===== config.mk =====
export PLATFORM = sky130hd
export DESIGN_NAME = serial_multiply_uu
export DESIGN_NICKNAME = d
export VERILOG_FILES = /design/src/rtl/serial_multiply_uu.sv
export SDC_FILE = /design/constraint.sdc
export NUM_CORES = 1
export LEC_CHECK = 0
export ABC_AREA = 1
export BUFFER_PORTS_ARGS = -buffer_cell sky130_fd_sc_hd__buf_4
export CAP_MARGIN = 5
export CORE_MARGIN = 4
export CORE_UTILIZATION = 45
export CTS_BUF_LIST = sky130_fd_sc_hd__clkbuf_16
export CTS_CLUSTER_DIAMETER = 40
export CTS_CLUSTER_SIZE = 12
export DETAILED_ROUTE_END_ITERATION = 10
export SLEW_MARGIN = 30
export SYNTH_ARGS = -nofsm -noshare
export SYNTH_HDL_FRONTEND = slang
export SYNTH_SLANG_ARGS = --single-unit

===== constraint.sdc =====
create_clock -name clk_i -period 2.4 [get_ports clk_i]
set_input_delay 0.48 -clock clk_i [delete_from_list [all_inputs] [get_ports clk_i]]
set_output_delay 0.48 -clock clk_i [all_outputs]
set_load 0.05 [all_outputs]

===== src/rtl/serial_multiply_uu.sv =====
// Unsigned serial shift-and-add multiply-accumulate: product = multiplicand * multiplier + addend.
// One multiplier bit is consumed per enabled clock, LSB first, with a start/busy/done handshake.
module serial_multiply_uu #(
  parameter int unsigned M_PP           = 16,
  parameter int unsigned N_PP           = 8,
  parameter int unsigned COUNT_WIDTH_PP = 5
) (
  input  logic                   clk_i,
  input  logic                   rst_i,
  input  logic                   clk_en_i,
  input  logic                   multiply_i,
  input  logic [M_PP-1:0]        multiplicand_i,
  input  logic [N_PP-1:0]        multiplier_i,
  input  logic [N_PP-1:0]        addend_i,
  output logic [M_PP+N_PP-1:0]   product_o,
  output logic                   busy_o,
  output logic                   done_o
);

  localparam int unsigned W = M_PP + N_PP;
  localparam logic [COUNT_WIDTH_PP-1:0] LastCount = COUNT_WIDTH_PP'(N_PP - 1);

  typedef enum logic [0:0] {StIdle, StRun} state_e;

  state_e                    state_q, state_d;
  logic [W-1:0]              a_q, a_d;
  logic [N_PP-1:0]           b_q, b_d;
  logic [W-1:0]              acc_q, acc_d;
  logic [COUNT_WIDTH_PP-1:0] cnt_q, cnt_d;
  logic [W-1:0]              product_q, product_d;
  logic                      busy_q, busy_d;
  logic                      done_q, done_d;
  logic [W-1:0]              acc_next;

  always_ff @(posedge clk_i or negedge rst_i) begin
    if (!rst_i) begin
      state_q   <= StIdle;
      a_q       <= '0;
      b_q       <= '0;
      acc_q     <= '0;
      cnt_q     <= '0;
      product_q <= '0;
      busy_q    <= 1'b0;
      done_q    <= 1'b0;
    end else if (clk_en_i) begin
      state_q   <= state_d;
      a_q       <= a_d;
      b_q       <= b_d;
      acc_q     <= acc_d;
      cnt_q     <= cnt_d;
      product_q <= product_d;
      busy_q    <= busy_d;
      done_q    <= done_d;
    end
  end

  // The accumulator is M+N bits wide, which can hold the largest A*B+C without overflow.
  assign acc_next = acc_q + (b_q[0] ? a_q : '0);

  always_comb begin
    state_d   = state_q;
    a_d       = a_q;
    b_d       = b_q;
    acc_d     = acc_q;
    cnt_d     = cnt_q;
    product_d = product_q;
    busy_d    = busy_q;
    done_d    = done_q;
    unique case (state_q)
      StIdle: begin
        if (multiply_i) begin
          state_d = StRun;
          a_d     = W'(multiplicand_i);
          b_d     = multiplier_i;
          acc_d   = W'(addend_i);
          cnt_d   = '0;
          busy_d  = 1'b1;
          done_d  = 1'b0;
        end
      end
      StRun: begin
        acc_d = acc_next;
        a_d   = a_q << 1;
        b_d   = b_q >> 1;
        cnt_d = cnt_q + COUNT_WIDTH_PP'(1);
        if (cnt_q == LastCount) begin
          product_d = acc_next;
          busy_d    = 1'b0;
          done_d    = 1'b1;
          state_d   = StIdle;
        end
      end
      default: state_d = StIdle;
    endcase
  end

  assign product_o = product_q;
  assign busy_o    = busy_q;
  assign done_o    = done_q;

endmodule


==> key figures, run 1 <==
Worst setup path
  • CP Cell Sequence: buf_2 > nand2_1 > inv_1 > ha_1 > nand2_1 > nor2_1 > nand2_1 > nor2_1 > nand2_1 > nand3_1 > nand2_1 > nand3_1 > nand2_1
  • Crit Path Class: flip-flop to flip-flop
  • Largest fanout on the critical path: 9
  • Slowest cell on crit path: dfrtp_2
  • Crit path launch type: flip-flop
  • Reg2Reg Launch Point: b_q[0]
  • Worst Reg-to-Reg Cells: 13
  • Critical Path Max Stage Delay: ~480 ps
  • CP Launch Point: b_q[0]
  • WP data arrival: between 2000 and 3000 ps
  • Most frequent CP cell: nand2_1
  • WP data required: ~2600 ps
  • Crit end category: flip-flop

Clock network
  • H-Tree Depth: 3
  • Clock slew at reported path FFs: roughly 70 ps
  • CTS root buffer: clkbuf_16
  • CTS sink cnt: between 80 and 90
  • Num CTS Buffers: 9
  • Clock latency on the worst-skew pair: 350 ps
  • CTS tree: yes
  • Clock Path Buffers: 2

STA
  • Tmin final: 2270 ps
  • Unrepaired setup endpoints after global routing: yes
  • F_max: about 440 MHz
  • Worst-Margin Slew: 845 ps
  • Hold_ws: a little under 90 ps
  • Final worst-path cycle share: a little over nine tenths
  • Relative slew slack: approximately 44%
  • Hold Vio Cnt, Final: 0
  • Final setup violation count: 0
  • Final max-slew violation count: 0
  • Skew final: 9.13 ps

Floorplan
  • Die X: between 100 and 150 um
  • Die height: approximately 120 um
  • Starting Density: between 40% and 50%
  • Area of the core: between 10,000 and 15,000 sq um
  • Die area: approximately 14,000 sq um
  • Rows: 40
  • Ports: 62

Pwr
  • P_leak: 0.00372 uW
  • Worst VDD drop: about 1100 uV
  • Pwr dens: about 1400 nW/um^2

Drt
  • Initial detailed-routing violation count: around 290
  • Post-Route WL: 14,200 um
  • Residual DRC count: 0
  • Routed wire per std cell: between 10 and 15 um
  • ANT nets after route: 0
  • Drt pass-1 iters: 5
  • Vias per Instance: between 5 and 6
  • DR vias: 5,028

Placed design
  • Gp weighted congestion: 0.918
  • Detail Placement HPWL: approximately 11,000 um
  • Post-Place Cell Area: between 6000 and 7000 sq um
  • Port Buffers: 61

Logic synthesis
  • Count of cell types in the netlist: 31
  • Sequential area share after synthesis: about 40%
  • Post-Syn Nets: about 850
  • Mapped cell area: approximately 5500 sq um
  • Seq cells post-synth: between 80 and 90
  • FFs w/ async S/R, synth: 100%
  • Yosys warnings: 0
  • Most used DFF post-synth: dfrtp_1
  • Post-synth EDFFs: 0
  • Syn Area/Cell: roughly 6.9 sq um
  • Cells after Synth: 793

Finish
  • Layout cells sized above 1: 12.7%
  • Fin nets: between 900 and 1,000
  • Most frequent cells in the layout: nand2_1 (309), inv_1 (129), dfrtp_1 (87)
  • Most common cell after layout, fill and taps aside: nand2_1
  • Antenna fix cells: 0
  • Area grow syn2layout: 17.1%
  • Cell area after layout: around 6400 sq um

Global route
  • GRT Overall Usage: a little over a fifth
  • First-pass GRT wire length: ~24,000 um
  • Pin count of the biggest net entering global routing: 57
  • Grt total ovfl: 0
  • Initial antenna violation count: 0
  • Vias in the first global route: around 4,800

Status
  • Status: complete, no violations

Flow run
  • Max cap viols: 0

Hold path
  • Hold WC Path Type: primary input to asynchronous set/reset pin
==> power breakdown <==
part	internal, uW	switching (uW)	total [uW]
combinational	1620	3340	4960
clock	797	588	1390
sequential	2110	414	2530
==> cell type report <==
cell class | instances | area [sq um]
Clock buffer | 9 | 225
Inverter | 133 | 502
Clock inverter | 7 | 63.8
Sequential cell | 88 | 2200
Multi-Input combinational cell | 547 | 2690
Tap cell | 147 | 184
Timing Repair Buffer | 74 | 566
Fill cell | 1198 | 5530
==> registers in the layout, summed over array words and instances (netlist names) <==
register / count
busy_o: 1
cnt_q: 5
b_q: 8
a_q: 24
product_o: 24
acc_q: 24
done_o: 1
state_q: 1
==> Yosys cell counts, drive strengths merged (6+ instances only) <==
library cell / instances / area [sq um]
o21ai: 35 / 175
nand3: 50 / 250
o211ai: 15 / 113
inv: 133 / 502
nand2: 313 / 1180
ha: 24 / 300
nor2: 41 / 161
o22ai: 7 / 43.8
nand4: 7 / 43.8
a31oi: 9 / 56.3
dfrtp: 88 / 2200
a21oi: 19 / 95.1
clkbuf: 11 / 41.3
xor2: 6 / 52.6
buf: 14 / 95.1
nand3b: 8 / 60.1
==> cell families after synthesis <==
family	Yosys count	synth area share (%)
simple gates	425	31.6
buf+inv	158	11.6
compound gates	88	9.41
flops	88	40.1
fa+ha+maj	25	5.83
xor+xnor	9	1.44
==> critical path: cells and delay by family, from the launching register on <==
kind | cells | cell delay (ps)
adders and majority gates | 1 | 350
buffers and inverters | 2 | 240
DFF | 1 | 480
and+or+nand+nor | 10 | 1070
==> metrics by stage <==
stage	utilization, %	setup slack (ps)	power [uW]	TNS (ps)	std cells
3_3_place_gp	50.9	4.49	7350	0	987
5_1_grt	53.8	-23.3	9680	-53.4	1005
6_report	53.8	134	8870	0	1005
4_1_cts	53.4	91.1	8850	0	1003
3_5_place_dp	50.9	-7.73	7410	-15.4	987
2_1_floorplan	-	215	6090	0	793
==> timing repair <==
action | in CTS | in global routing
setup buffers | 0 | 2
setup endpoints to repair | 3 | 16
hold buffers | 0 | 0
pin swaps | 0 | 0
cloned | 0 | 0
resized for setup | 1 | 11
==> worst paths after layout <==
kind | endpoint | slack (ps)
max | product_o[21] | 130
min | product_o[8] | 90
max reg2reg | product_o[21] | 130
min reg2reg | product_o[16] | 480
max in group asynchronous | product_o[21] | 1710
min in group clk_i | b_q[7] | 370
==> per-layer routing <==
layer | wire length, um | GRT usage [%]
met5 | 0 | 0
met4 | 306 | 7.75
met3 | 617 | 3.16
met2 | 6560 | 33.9
met1 | 6710 | 28.9
Note: power is estimated with default switching activity, not from simulation.
==> run 2: changes to the inputs <==
--- a/config.mk
+++ b/config.mk
@@ -8,6 +8,7 @@
 export ABC_AREA = 1
 export BUFFER_PORTS_ARGS = -buffer_cell sky130_fd_sc_hd__buf_4
 export CAP_MARGIN = 5
+export CORE_ASPECT_RATIO = 0.9
 export CORE_MARGIN = 4
 export CORE_UTILIZATION = 45
 export CTS_BUF_LIST = sky130_fd_sc_hd__clkbuf_16
==> run 2 against run 1 <==
Global-route usage decreased by 0.28 points. First-iteration DRC count increased by 5.5%. Clock skew decreased by 2.7 ps. Die area about the same. Utilization decreased by 0.13 points. Non-clock buffer count decreased by 5. Sequential power about the same. Total power decreased by 0.20%. Design area about the same. Critical path type unchanged. Largest power group unchanged.
==> key figures, run 2 (synthesis gave the netlist of run 1 again) <==
Pwr
  • Pwr dens: 1380 nW/um^2 (-0.12%)
  • Clock power share: 15.3% (-0.3 points)
  • Worst VDD drop: 618 uV (-44%)
  • Combinational power share: 55.8% (about the same)
  • P_leak: 0.00370 uW (-0.60%)
  • Cell Int Power: 4530 uW (about the same)
  • Net Sw Power: 4320 uW (-0.37%)
  • Sw Share: 48.8% (-0.084 points)
  • Flop pwr share: 29.0% (+0.5 points)

STA
  • F_max: 446 MHz (+1.1%)
  • Final WS setup: 159 ps (+24.2 ps)
  • Final setup violation count: 0 (unchanged)
  • Tmin final: 2240 ps (-24.2 ps)
  • Worst-Margin Slew: 799 ps (-45.9 ps)
  • Final max-slew violation count: 0 (unchanged)
  • Final worst-path cycle share: 93.4% (-1.0 points)
  • Hold Vio Cnt, Final: 0 (unchanged)
  • Setup TNS: 0 ps (unchanged)
  • Unrepaired setup endpoints after global routing: yes
  • Relative slew slack: 46.6% (+3.1 points)
  • Skew final: 6.46 ps (-2.66 ps)

Floorplan
  • Die X: 124 um (+5.0%)
  • Die area: 14,000 sq um (about the same)
  • Ports: 62 (unchanged)
  • Area of the core: 12,000 sq um (+0.17%)
  • Starting Density: 45.8% (-0.077 points)
  • Rows: 38 (-5.0%)
  • Die height: 113 um (-4.8%)

Clock network
  • CTS sink cnt: 88 (unchanged)
  • CTS tree: yes
  • CTS root buffer: clkbuf_16
  • Clock Path Buffers: 2 (unchanged)
  • Num CTS Buffers: 9 (unchanged)
  • H-Tree Depth: 3 (unchanged)
  • Clock latency on the worst-skew pair: 350 ps (about the same)
  • Clock slew at reported path FFs: 60 ps (about the same)
  • Post-CTS setup buffers: 0 (unchanged)

Drt
  • M1 WL: 6950 um (+3.6%)
  • Post-Route WL: 13,900 um (-1.9%)
  • Residual DRC count: 0 (unchanged)
  • Met3 routed WL: 900 um (+46%)
  • Met2 WL: 5880 um (-10%)
  • Vias per Instance: 5.00 (about the same)
  • DR vias: 5,059 (+0.62%)
  • Top Layer Used: met4
  • ANT nets after route: 0 (unchanged)
  • Routed wire per std cell: 13.8 um (-2.6%)
  • Initial detailed-routing violation count: 305 (+5.5%)
  • Drt pass-1 iters: 5 (unchanged)

Placed design
  • Detail Placement HPWL: 10,600 um (-0.59%)
  • Port Buffers: 61 (unchanged)
  • Worst slack, placed: 43.6 ps (+51.3 ps)
  • Post-Place Cell Area: 6090 sq um (-0.10%)
  • Gp weighted congestion: 0.946 (+3.0%)

Finish
  • Antenna fix cells: 0 (unchanged)
  • Filler cells: 1,235 (+3.1%)
  • Cell area after layout: 6420 sq um (about the same)
  • Area grow syn2layout: 17.0% (about the same)
  • Most frequent cells in the layout: nand2_1 (311), inv_1 (131), dfrtp_1 (87)
  • Fin nets: 909 (-0.55%)
  • Final Core Density: 53.6% (-0.13 points)
  • Layout cells sized above 1: 12.4% (-0.26 points)
  • Most common cell after layout, fill and taps aside: nand2_1

Global route
  • First-pass GRT wire length: 23,600 um (-1.2%)
  • GRT Overall Usage: 20.8% (-0.28 points)
  • Initial antenna violation count: 0 (unchanged)
  • Pin count of the biggest net entering global routing: 57 (unchanged)
  • Grt total ovfl: 0 (unchanged)
  • Vias in the first global route: 4,781 (-1.4%)

Worst setup path
  • WP data arrival: 2470 ps (-30 ps)
  • Crit end category: flip-flop
  • Crit Path Class: flip-flop to flip-flop
  • Crit path launch type: flip-flop
  • CP Launch Point: b_q[0]
  • Slowest cell on crit path: dfrtp_2
  • Critical Path Max Stage Delay: 490 ps (about the same)
  • Reg2reg end: acc_q[21]
  • Most frequent CP cell: nand2_1
  • Worst Reg-to-Reg Cells: 12 (-1)
  • WP data required: 2630 ps (about the same)
  • CP Cell Sequence: buf_4 > nand2_1 > inv_1 > ha_1 > nand2_1 > inv_1 > nand2_1 > nand2_1 > a21oi_1 > nand4_1 > nand3_1 > nand2_1
  • Critical path destination: acc_q[21]
  • R2r setup slk: 160 ps (+20 ps)
  • Reg2Reg Launch Point: b_q[0]
  • Largest fanout on the critical path: 14 (+5)

Hold path
  • Hold WC Path Type: primary input to asynchronous set/reset pin

Status
  • Status: complete, no violations

Flow run
  • Max cap viols: 0 (unchanged)
-- run 2: cell types whose count changed in the layout (fill, tap and decap cells not counted), sizes merged --
cell / change
clkinv: -3
inv: +2
buf: -5
-- run 2: layout make-up --
type | count | area (sq um) | share of cell area, %
inverters | 133 | 502 | 7.81
repair buffers | 69 | 531 | 8.26
clock inverters | 6 | 55.1 | 0.857
clock buffers | 9 | 225 | 3.51
multi-input cells | 547 | 2710 | 42.2
flip-flops and latches | 88 | 2200 | 34.3
well taps | 160 | 200 | 3.12
-- run 2: power by group through the flow --
stage / Sequential [uW] / Clock, uW / Combinational [uW]
6_report: 2560 / 1350 / 4940
5_1_grt: 2660 / 1450 / 5540
4_1_cts: 2560 / 1400 / 4830
3_5_place_dp: 2580 / 0 / 4810
3_3_place_gp: 2570 / 0 / 4750
2_1_floorplan: 3060 / 0 / 3020
-- run 2: what timing repair did --
item | in CTS | in global routing
hold buffers | 0 | 0
resized for setup | 0 | 14
endpoints found under the setup margin | 0 | 26
-- run 2: worst min path at each step --
stage | slack, ps | endpoint | from | depth (start not counted)
6_report | 180 | product_o[5] | rst_i | 1
5_1_grt | 240 | product_o[5] | rst_i | 1
4_1_cts | 200 | acc_q[6] | rst_i | 1
3_5_place_dp | 470 | product_o[7] | product_o[7] | 2
3_3_place_gp | 460 | product_o[7] | product_o[7] | 2
2_1_floorplan | 180 | a_q[0] | rst_i | 0
-- run 2: per-layer routing --
layer | track usage (%) | vias to the layer above
met1 | 30.4 | 2305
met2 | 31.0 | 149
met5 | 0 | -
li1 | - | 2583
met4 | 4.53 | 0
met3 | 5.76 | 22
-- run 2: per-stage QoR --
stage	power, uW	cells	hold slack, ps
after floorplan	6090	793	184
after CTS	8780	1012	201
final	8850	1012	179
after global routing	9650	1012	239
after global placement	7320	997	456
after detailed placement	7390	997	465
-- run 2: worst max-delay path: cells and delay by family (launching register included) --
kind | cells | cell delay [ps]
flip-flops | 1 | 490
adder cells (fa/ha/maj) | 1 | 340
buffers and inverters | 3 | 320
AO/OA/AOI/OAI | 1 | 230
AND/OR/NAND/NOR | 7 | 760
